**src/rtl/bus_pkg.sv**
```systemverilog
// Shared definitions for the data-side MMIO bridge: FSM states, default region map
// and the named slave slots used by the SoC integration.
package bus_pkg;

    typedef enum logic [1:0] {
        IDLE   = 2'd0,
        ACCESS = 2'd1,
        ERROR  = 2'd2
    } bus_state_t;

    // One nibble per 256 MB region, entry 0 in the least significant nibble.
    localparam logic [63:0] DEFAULT_REGION_MAP = 64'h9988_7766_5432_1100;

    localparam int unsigned SLV_RAM    = 0;
    localparam int unsigned SLV_RNG    = 1;
    localparam int unsigned SLV_VTATTR = 2;
    localparam int unsigned SLV_VTDATA = 3;
    localparam int unsigned SLV_JOYPAD = 4;
    localparam int unsigned SLV_VPAL   = 5;
    localparam int unsigned SLV_VCTRL  = 6;
    localparam int unsigned SLV_LCD    = 7;
    localparam int unsigned SLV_AUDIO  = 9;

endpackage

```
**src/rtl/region_decoder.sv**
```systemverilog
// Combinational table lookup: top address bits select a map entry naming the slave.
// Shared between the data-side bridge and the instruction fetch path.
module region_decoder
    import bus_pkg::*;
#(
    parameter int unsigned NUM_SLAVES = 10,
    parameter int unsigned SEL_BITS   = 4,
    parameter int unsigned IDX_W      = 4,
    parameter logic [(2**SEL_BITS)*IDX_W-1:0] REGION_MAP = DEFAULT_REGION_MAP
) (
    input  logic [31:0]      addr,
    output logic [IDX_W-1:0] slave_idx,
    output logic             mapped
);

    logic [SEL_BITS-1:0] sel;
    logic                unused_low;

    assign sel        = addr[31 -: SEL_BITS];
    assign unused_low = ^addr[31-SEL_BITS:0];

    assign slave_idx = REGION_MAP[sel*IDX_W +: IDX_W];
    assign mapped    = (32'(slave_idx) < NUM_SLAVES);

endmodule

```
**src/rtl/mmio_bus_bridge.sv**
```systemverilog
// CPU data port to memory-mapped slave bridge: table-driven decode, req/ack handshake
// with wait states, ack timeout watchdog and bus-error reporting.
module mmio_bus_bridge
    import bus_pkg::*;
#(
    parameter int unsigned NUM_SLAVES = 10,
    parameter int unsigned SEL_BITS   = 4,
    parameter int unsigned IDX_W      = 4,
    parameter logic [(2**SEL_BITS)*IDX_W-1:0] REGION_MAP = DEFAULT_REGION_MAP,
    parameter int unsigned TIMEOUT    = 255
) (
    input  logic                       clk,
    input  logic                       rst_n,
    input  logic                       host_valid,
    output logic                       host_ready,
    input  logic [31:0]                host_addr,
    input  logic [31:0]                host_wdata,
    input  logic [3:0]                 host_wstrb,
    output logic                       host_resp_valid,
    output logic [31:0]                host_rdata,
    output logic                       host_err,
    output logic [NUM_SLAVES-1:0]      slv_req,
    output logic [31:0]                slv_addr,
    output logic [31:0]                slv_wdata,
    output logic [3:0]                 slv_wstrb,
    input  logic [NUM_SLAVES-1:0]      slv_ack,
    input  logic [32*NUM_SLAVES-1:0]   slv_rdata,
    output logic [7:0]                 err_count,
    output logic [31:0]                err_addr
);

    localparam int unsigned CNT_W = (TIMEOUT > 0) ? $clog2(TIMEOUT + 1) : 1;

    bus_state_t       state, state_next;
    logic [IDX_W-1:0] dec_idx;
    logic             dec_mapped;
    logic [IDX_W-1:0] idx_q;
    logic [CNT_W-1:0] cnt;
    logic             sel_ack;
    logic             timed_out;

    region_decoder #(
        .NUM_SLAVES (NUM_SLAVES),
        .SEL_BITS   (SEL_BITS),
        .IDX_W      (IDX_W),
        .REGION_MAP (REGION_MAP)
    ) u_decoder (
        .addr      (host_addr),
        .slave_idx (dec_idx),
        .mapped    (dec_mapped)
    );

    assign sel_ack    = slv_ack[idx_q];
    // Fires in the last permitted wait cycle so slv_req is high exactly TIMEOUT cycles.
    assign timed_out  = (TIMEOUT != 0) && (cnt == CNT_W'(TIMEOUT - 1));
    assign host_ready = (state == IDLE);

    // Request is decoded from state so an asynchronous reset drops it immediately.
    always_comb begin
        slv_req = '0;
        if (state == ACCESS) begin
            slv_req[idx_q] = 1'b1;
        end
    end

    always_comb begin
        state_next = state;
        case (state)
            IDLE: begin
                if (host_valid) begin
                    state_next = dec_mapped ? ACCESS : ERROR;
                end
            end
            ACCESS: begin
                if (sel_ack) begin
                    state_next = IDLE;
                end else if (timed_out) begin
                    state_next = ERROR;
                end
            end
            ERROR:   state_next = IDLE;
            default: state_next = IDLE;
        endcase
    end

    always_ff @(posedge clk or negedge rst_n) begin
        if (!rst_n) begin
            state <= IDLE;
        end else begin
            state <= state_next;
        end
    end

    always_ff @(posedge clk or negedge rst_n) begin
        if (!rst_n) begin
            idx_q           <= '0;
            cnt             <= '0;
            slv_addr        <= '0;
            slv_wdata       <= '0;
            slv_wstrb       <= '0;
            host_resp_valid <= 1'b0;
            host_err        <= 1'b0;
            host_rdata      <= '0;
            err_count       <= '0;
            err_addr        <= '0;
        end else begin
            host_resp_valid <= 1'b0;
            host_err        <= 1'b0;
            case (state)
                IDLE: begin
                    cnt <= '0;
                    if (host_valid) begin
                        slv_addr  <= host_addr;
                        slv_wdata <= host_wdata;
                        slv_wstrb <= host_wstrb;
                        idx_q     <= dec_idx;
                    end
                end
                ACCESS: begin
                    cnt <= cnt + 1'b1;
                    if (sel_ack) begin
                        host_resp_valid <= 1'b1;
                        host_rdata      <= (slv_wstrb == 4'b0000) ? slv_rdata[idx_q*32 +: 32] : '0;
                    end
                end
                ERROR: begin
                    host_resp_valid <= 1'b1;
                    host_err        <= 1'b1;
                    host_rdata      <= '0;
                    err_addr        <= slv_addr;
                    if (err_count != 8'hFF) begin
                        err_count <= err_count + 8'd1;
                    end
                end
                default: cnt <= '0;
            endcase
        end
    end

endmodule
```
**config.mk**
```make
export PLATFORM = sky130hd
export DESIGN_NAME = mmio_bus_bridge
export DESIGN_NICKNAME = d
export VERILOG_FILES = /design/src/rtl/bus_pkg.sv /design/src/rtl/region_decoder.sv /design/src/rtl/mmio_bus_bridge.sv
export SDC_FILE = /design/constraint.sdc
export NUM_CORES = 1
export LEC_CHECK = 0
export CAP_MARGIN = 20
export CORE_AREA = 2 2 218 220
export CTS_BUF_LIST = sky130_fd_sc_hd__clkbuf_4 sky130_fd_sc_hd__clkbuf_8
export CTS_CLUSTER_SIZE = 16
export DETAILED_ROUTE_END_ITERATION = 12
export DIE_AREA = 0 0 220 222
export PLACE_DENSITY = 0.57
export SLEW_MARGIN = 40
export SYNTH_ARGS = -nofsm -noshare
export SYNTH_HDL_FRONTEND = slang
export SYNTH_SLANG_ARGS = --single-unit
```
**constraint.sdc**
```tcl
create_clock -name clk -period 3.9 [get_ports clk]
set_input_delay 0.78 -clock clk [delete_from_list [all_inputs] [get_ports clk]]
set_output_delay 0.78 -clock clk [all_outputs]
set_load 0.05 [all_outputs]
```
==> results.md <==
- The wire length of the first global-routing pass is 58400 um.
- The class of the most critical hold timing path is input pin to async pin.
- The launch instance of the worst register-to-register path is idx_q[3].
- From left edge to right edge, the die measures 220 um.
- The reported leakage power is about 0.0062 uW.
- The number of ports placed on the die boundary is approximately 550.
- The clock tree synthesis step divided the H-tree into 4 levels.
- The synthesized netlist contains 46 unique library cells.
- Before antenna repair, the detailed router went through 7 iterations.
- TritonCTS built the clock tree.
- Following the worst setup path forward leads to its endpoint at slv_req[0].
- The final critical-path setup slack is between 200 and 250 ps.
- STA classifies the critical path endpoint as an output port.
- The worst max-slew margin expressed relative to the limit is 48.5%.
- The number of pins with negative max-slew slack in the final report is 0.
- The sum of net half-perimeters after detailed placement is 32700 um.
- The number of hold buffers added after CTS is 0.
- The clock input transition at the sequential cells of the worst setup and hold paths is approximately 100 ps.
- For flop-to-flop paths, the worst setup slack is 1140 ps.
- The simple-gate area share of the yosys netlist is 5.48%.
- The post-cts gate resize count is 0.
- Setup repair after global routing left no endpoint under its margin.
- The number of violations reported at the end of detailed-routing iteration 0 is slightly above 400.
- The number of antenna violations at the first check in global routing is 13.
- The critical path required time is roughly 3100 ps.
- The arrival time of data at the critical path endpoint is 2880 ps.
- Counting instances in the post-synthesis netlist gives the leading cell types as sky130_fd_sc_hd__dfrtp_1, sky130_fd_sc_hd__mux2_2, sky130_fd_sc_hd__mux2i_1.
- The worst slack after detailed placement is 825 ps.
- Counting flops and latches in the post-synthesis netlist gives 156.
- Summing the areas of all fa, ha and maj instances in the mapped netlist gives 0.837% of the synthesized area.
- The number of cells on the worst reg-to-reg path is 7.
- The run finished with clean final reports.
- The overall die height is 222 um.
- The mux cell area share after synthesis is 37.8%.
- The total negative setup slack is 0 ps.
- The aggregate routed wire length is a little over 40000 um.
- Across all layers, the routed design uses 8267 vias.
- The clock period could shrink to 3660 ps.
- The count of buffers added on input and output ports is 553.
- The core outline area is around 0.046 mm2.
- Dividing the detail-routed via count by the number of cells gives 4.45.
- Among all flip-flop cells after synthesis, the most frequent one is sky130_fd_sc_hd__dfrtp_1.
- The initialized floorplan defines 79 standard-cell rows.
- After Yosys synthesis, XOR and XNOR cells account for 0.683% of the synthesized area.
- The number of global-route vias before repair was ~8600.
- Clock tree synthesis found a total of around 160 sinks.
- The residual DRC count is 0.
- Sequential elements use 43.5% of the synthesized area.
- The tree is rooted in a sky130_fd_sc_hd__clkbuf_8.
- IR analysis of the VDD net gives a maximum drop of roughly 0.47 mV.
- Synthesis produced 697 cells.
- The number of failing hold endpoints at the final stage was 0.
- The die covers 0.0488 mm2.
- The share of the clock period used by the worst path is 93.9%.
- The maximum number of pins on one net before global-route repair is 100.
- The type of origin of the critical path is a flip-flop.
- The mean routed wirelength per cell is 22.4 um.
- Setup violations remaining at the end of the flow were counted as 0.
- After synthesis, the largest family of logic cells by area is multiplexers.
- The clock tree skew after final layout is 20.6 ps.
- In this run the deepest clock path goes through 2 buffers.
- For this run, asynchronously set or reset flops after synthesis account for 100%.
- The number of nets in the synthesized netlist is 1104.
- The average instance in the mapped netlist occupies 12.9 um2.
- Dividing total power by cell area gives a power density of 662 mW/mm2.
- The fraction of the mapped netlist area in compound gates is 7.67%.
- The launch point of the worst path is state[1].
- For this configuration, the core starts out at a cell density of 19.4%.
- In this run the post-CTS setup repair buffer count came out at 0.
- The number of buffers added by the clock tree synthesis step is 17.
- The synthesized area is 0.00897 mm2.
- The endpoint identified for the worst register-to-register timing path is host_rdata[30].
- Of all nets on the critical path, the largest fanout is 10.
- The layout net count is 1636.
- Compared with the post-synthesis result, the final layout area differs by 73.9%.
- The total of max-cap violations is 0.
- The slew at the pin closest to its max-slew limit is 773 ps.
- The number of flops mapped to enable cells by yosys is 0.
- The global-route total usage across every layer is 16.6%.
- Static timing analysis puts the maximum clock frequency at 273 MHz.
- The fraction of layout cells with a size suffix above 1 is 20.9%.
- The type of the setup path with the least slack is flip-flop to output port.
- The cell with the most instances after synthesis is sky130_fd_sc_hd__dfrtp_1.
- The final global-route overflow total is 0.
- Once detail routing completed, the nets flagged for antenna violations numbered 0.
- Of all cell types, the one taking the most synthesized area is sky130_fd_sc_hd__dfrtp_1.
- Sorting the synthesized cells by area gives the leading types as sky130_fd_sc_hd__dfrtp_1, sky130_fd_sc_hd__mux2_2, sky130_fd_sc_hd__mux4_2, sky130_fd_sc_hd__mux2i_1, sky130_fd_sc_hd__mux2_4.
- The weighted congestion reported at the end of routability-driven placement is 0.896.
- The latest clock arrival within the worst-skew pair is around 550 ps.
- The total number of yosys warnings is 0.
- The share of Yosys cell area claimed by the top area cell type is 43.5%.
==> layer usage <==
layer  vias up  wire, um  track usage (%)
li1       3703         -                -
met1      4097     16000             18.7
met2       417     20400             27.9
met3        44      4300             6.64
met4         6       856             6.17
met5         -        37                0
==> cell usage in the layout, fill, tap and decap left out, types with 5 or more instances in the layout <==
cell type,count
sky130_fd_sc_hd__nand2_1,16
sky130_fd_sc_hd__o22ai_1,31
sky130_fd_sc_hd__mux2_4,29
sky130_fd_sc_hd__nor2_1,46
sky130_fd_sc_hd__mux2_2,135
sky130_fd_sc_hd__mux4_2,33
sky130_fd_sc_hd__inv_1,7
sky130_fd_sc_hd__a21oi_1,9
sky130_fd_sc_hd__diode_2,8
sky130_fd_sc_hd__clkbuf_8,19
sky130_fd_sc_hd__nand3_1,5
sky130_fd_sc_hd__nor3_1,8
sky130_fd_sc_hd__o21ai_0,11
sky130_fd_sc_hd__dfrtp_1,154
sky130_fd_sc_hd__buf_4,9
sky130_fd_sc_hd__clkdlybuf4s50_1,551
sky130_fd_sc_hd__or3_1,5
sky130_fd_sc_hd__a221oi_1,31
sky130_fd_sc_hd__mux2i_1,69
sky130_fd_sc_hd__ha_1,5
==> per-stage QoR <==
step                total power [uW]  cells  area [um2]  hold slack (ps)  util (%)
floorplan                       6840    697        8970              484         -
global placement                8960   1815       15100              477      32.7
detailed placement              9050   1817       15200              494      32.8
CTS                            10500   1849       15600              231      33.7
global route                   10800   1857       15600              240      33.7
finish                         10300   1857       15600              227      33.7
==> worst max-delay path, stage by stage, from the launching register on <==
cell	delay [ps]
sky130_fd_sc_hd__dfrtp_1	400
sky130_fd_sc_hd__inv_1	90
sky130_fd_sc_hd__ha_1	300
sky130_fd_sc_hd__inv_2	160
sky130_fd_sc_hd__or3_1	390
sky130_fd_sc_hd__nor3_1	170
sky130_fd_sc_hd__clkdlybuf4s50_1	840
==> how the worst min path moves through the flow <==
stage	to
2_1_floorplan	cnt[0]
3_3_place_gp	err_count[5]
3_5_place_dp	slv_wdata[11]
4_1_cts	host_rdata[12]
5_1_grt	host_rdata[4]
6_report	host_rdata[11]
==> power breakdown <==
| group | internal (uW) | switching, uW | leakage [uW] |
|---|---|---|---|
| logic | 2740 | 3720 | 0.00400 |
| clock network | 609 | 742 | 0.000209 |
| registers | 2110 | 401 | 0.00201 |
==> final cells by class <==
class,instances,area (um2)
repair buffers,567,5720
well taps,607,759
fillers,4681,30700
clock buffers,18,248
clock inverters,14,174
inverters,9,33.8
flip-flops and latches,156,3910
multi-input cells,478,4740
diodes,8,20.0
==> state kept, by name (all words and copies together) (netlist names) <==
signal,cells
slv_addr,32
idx_q,4
host_resp_valid,1
err_count,8
slv_wstrb,4
host_err,1
slv_wdata,32
host_rdata,32
cnt,8
state,2
err_addr,32
==> logic make-up (layout without fill, tap and decap cells) <==
group                      Yosys count  count (layout)
and+or+nand+nor                    105             105
buffers and inverters               63             608
DFF                                156             156
muxes                              266             266
other                                0               8
AOI/OAI and AO/OA                   94              94
xor gates and xnor gates             7               7
adders and majority gates            6               6
(Power assumes the default switching activity.)
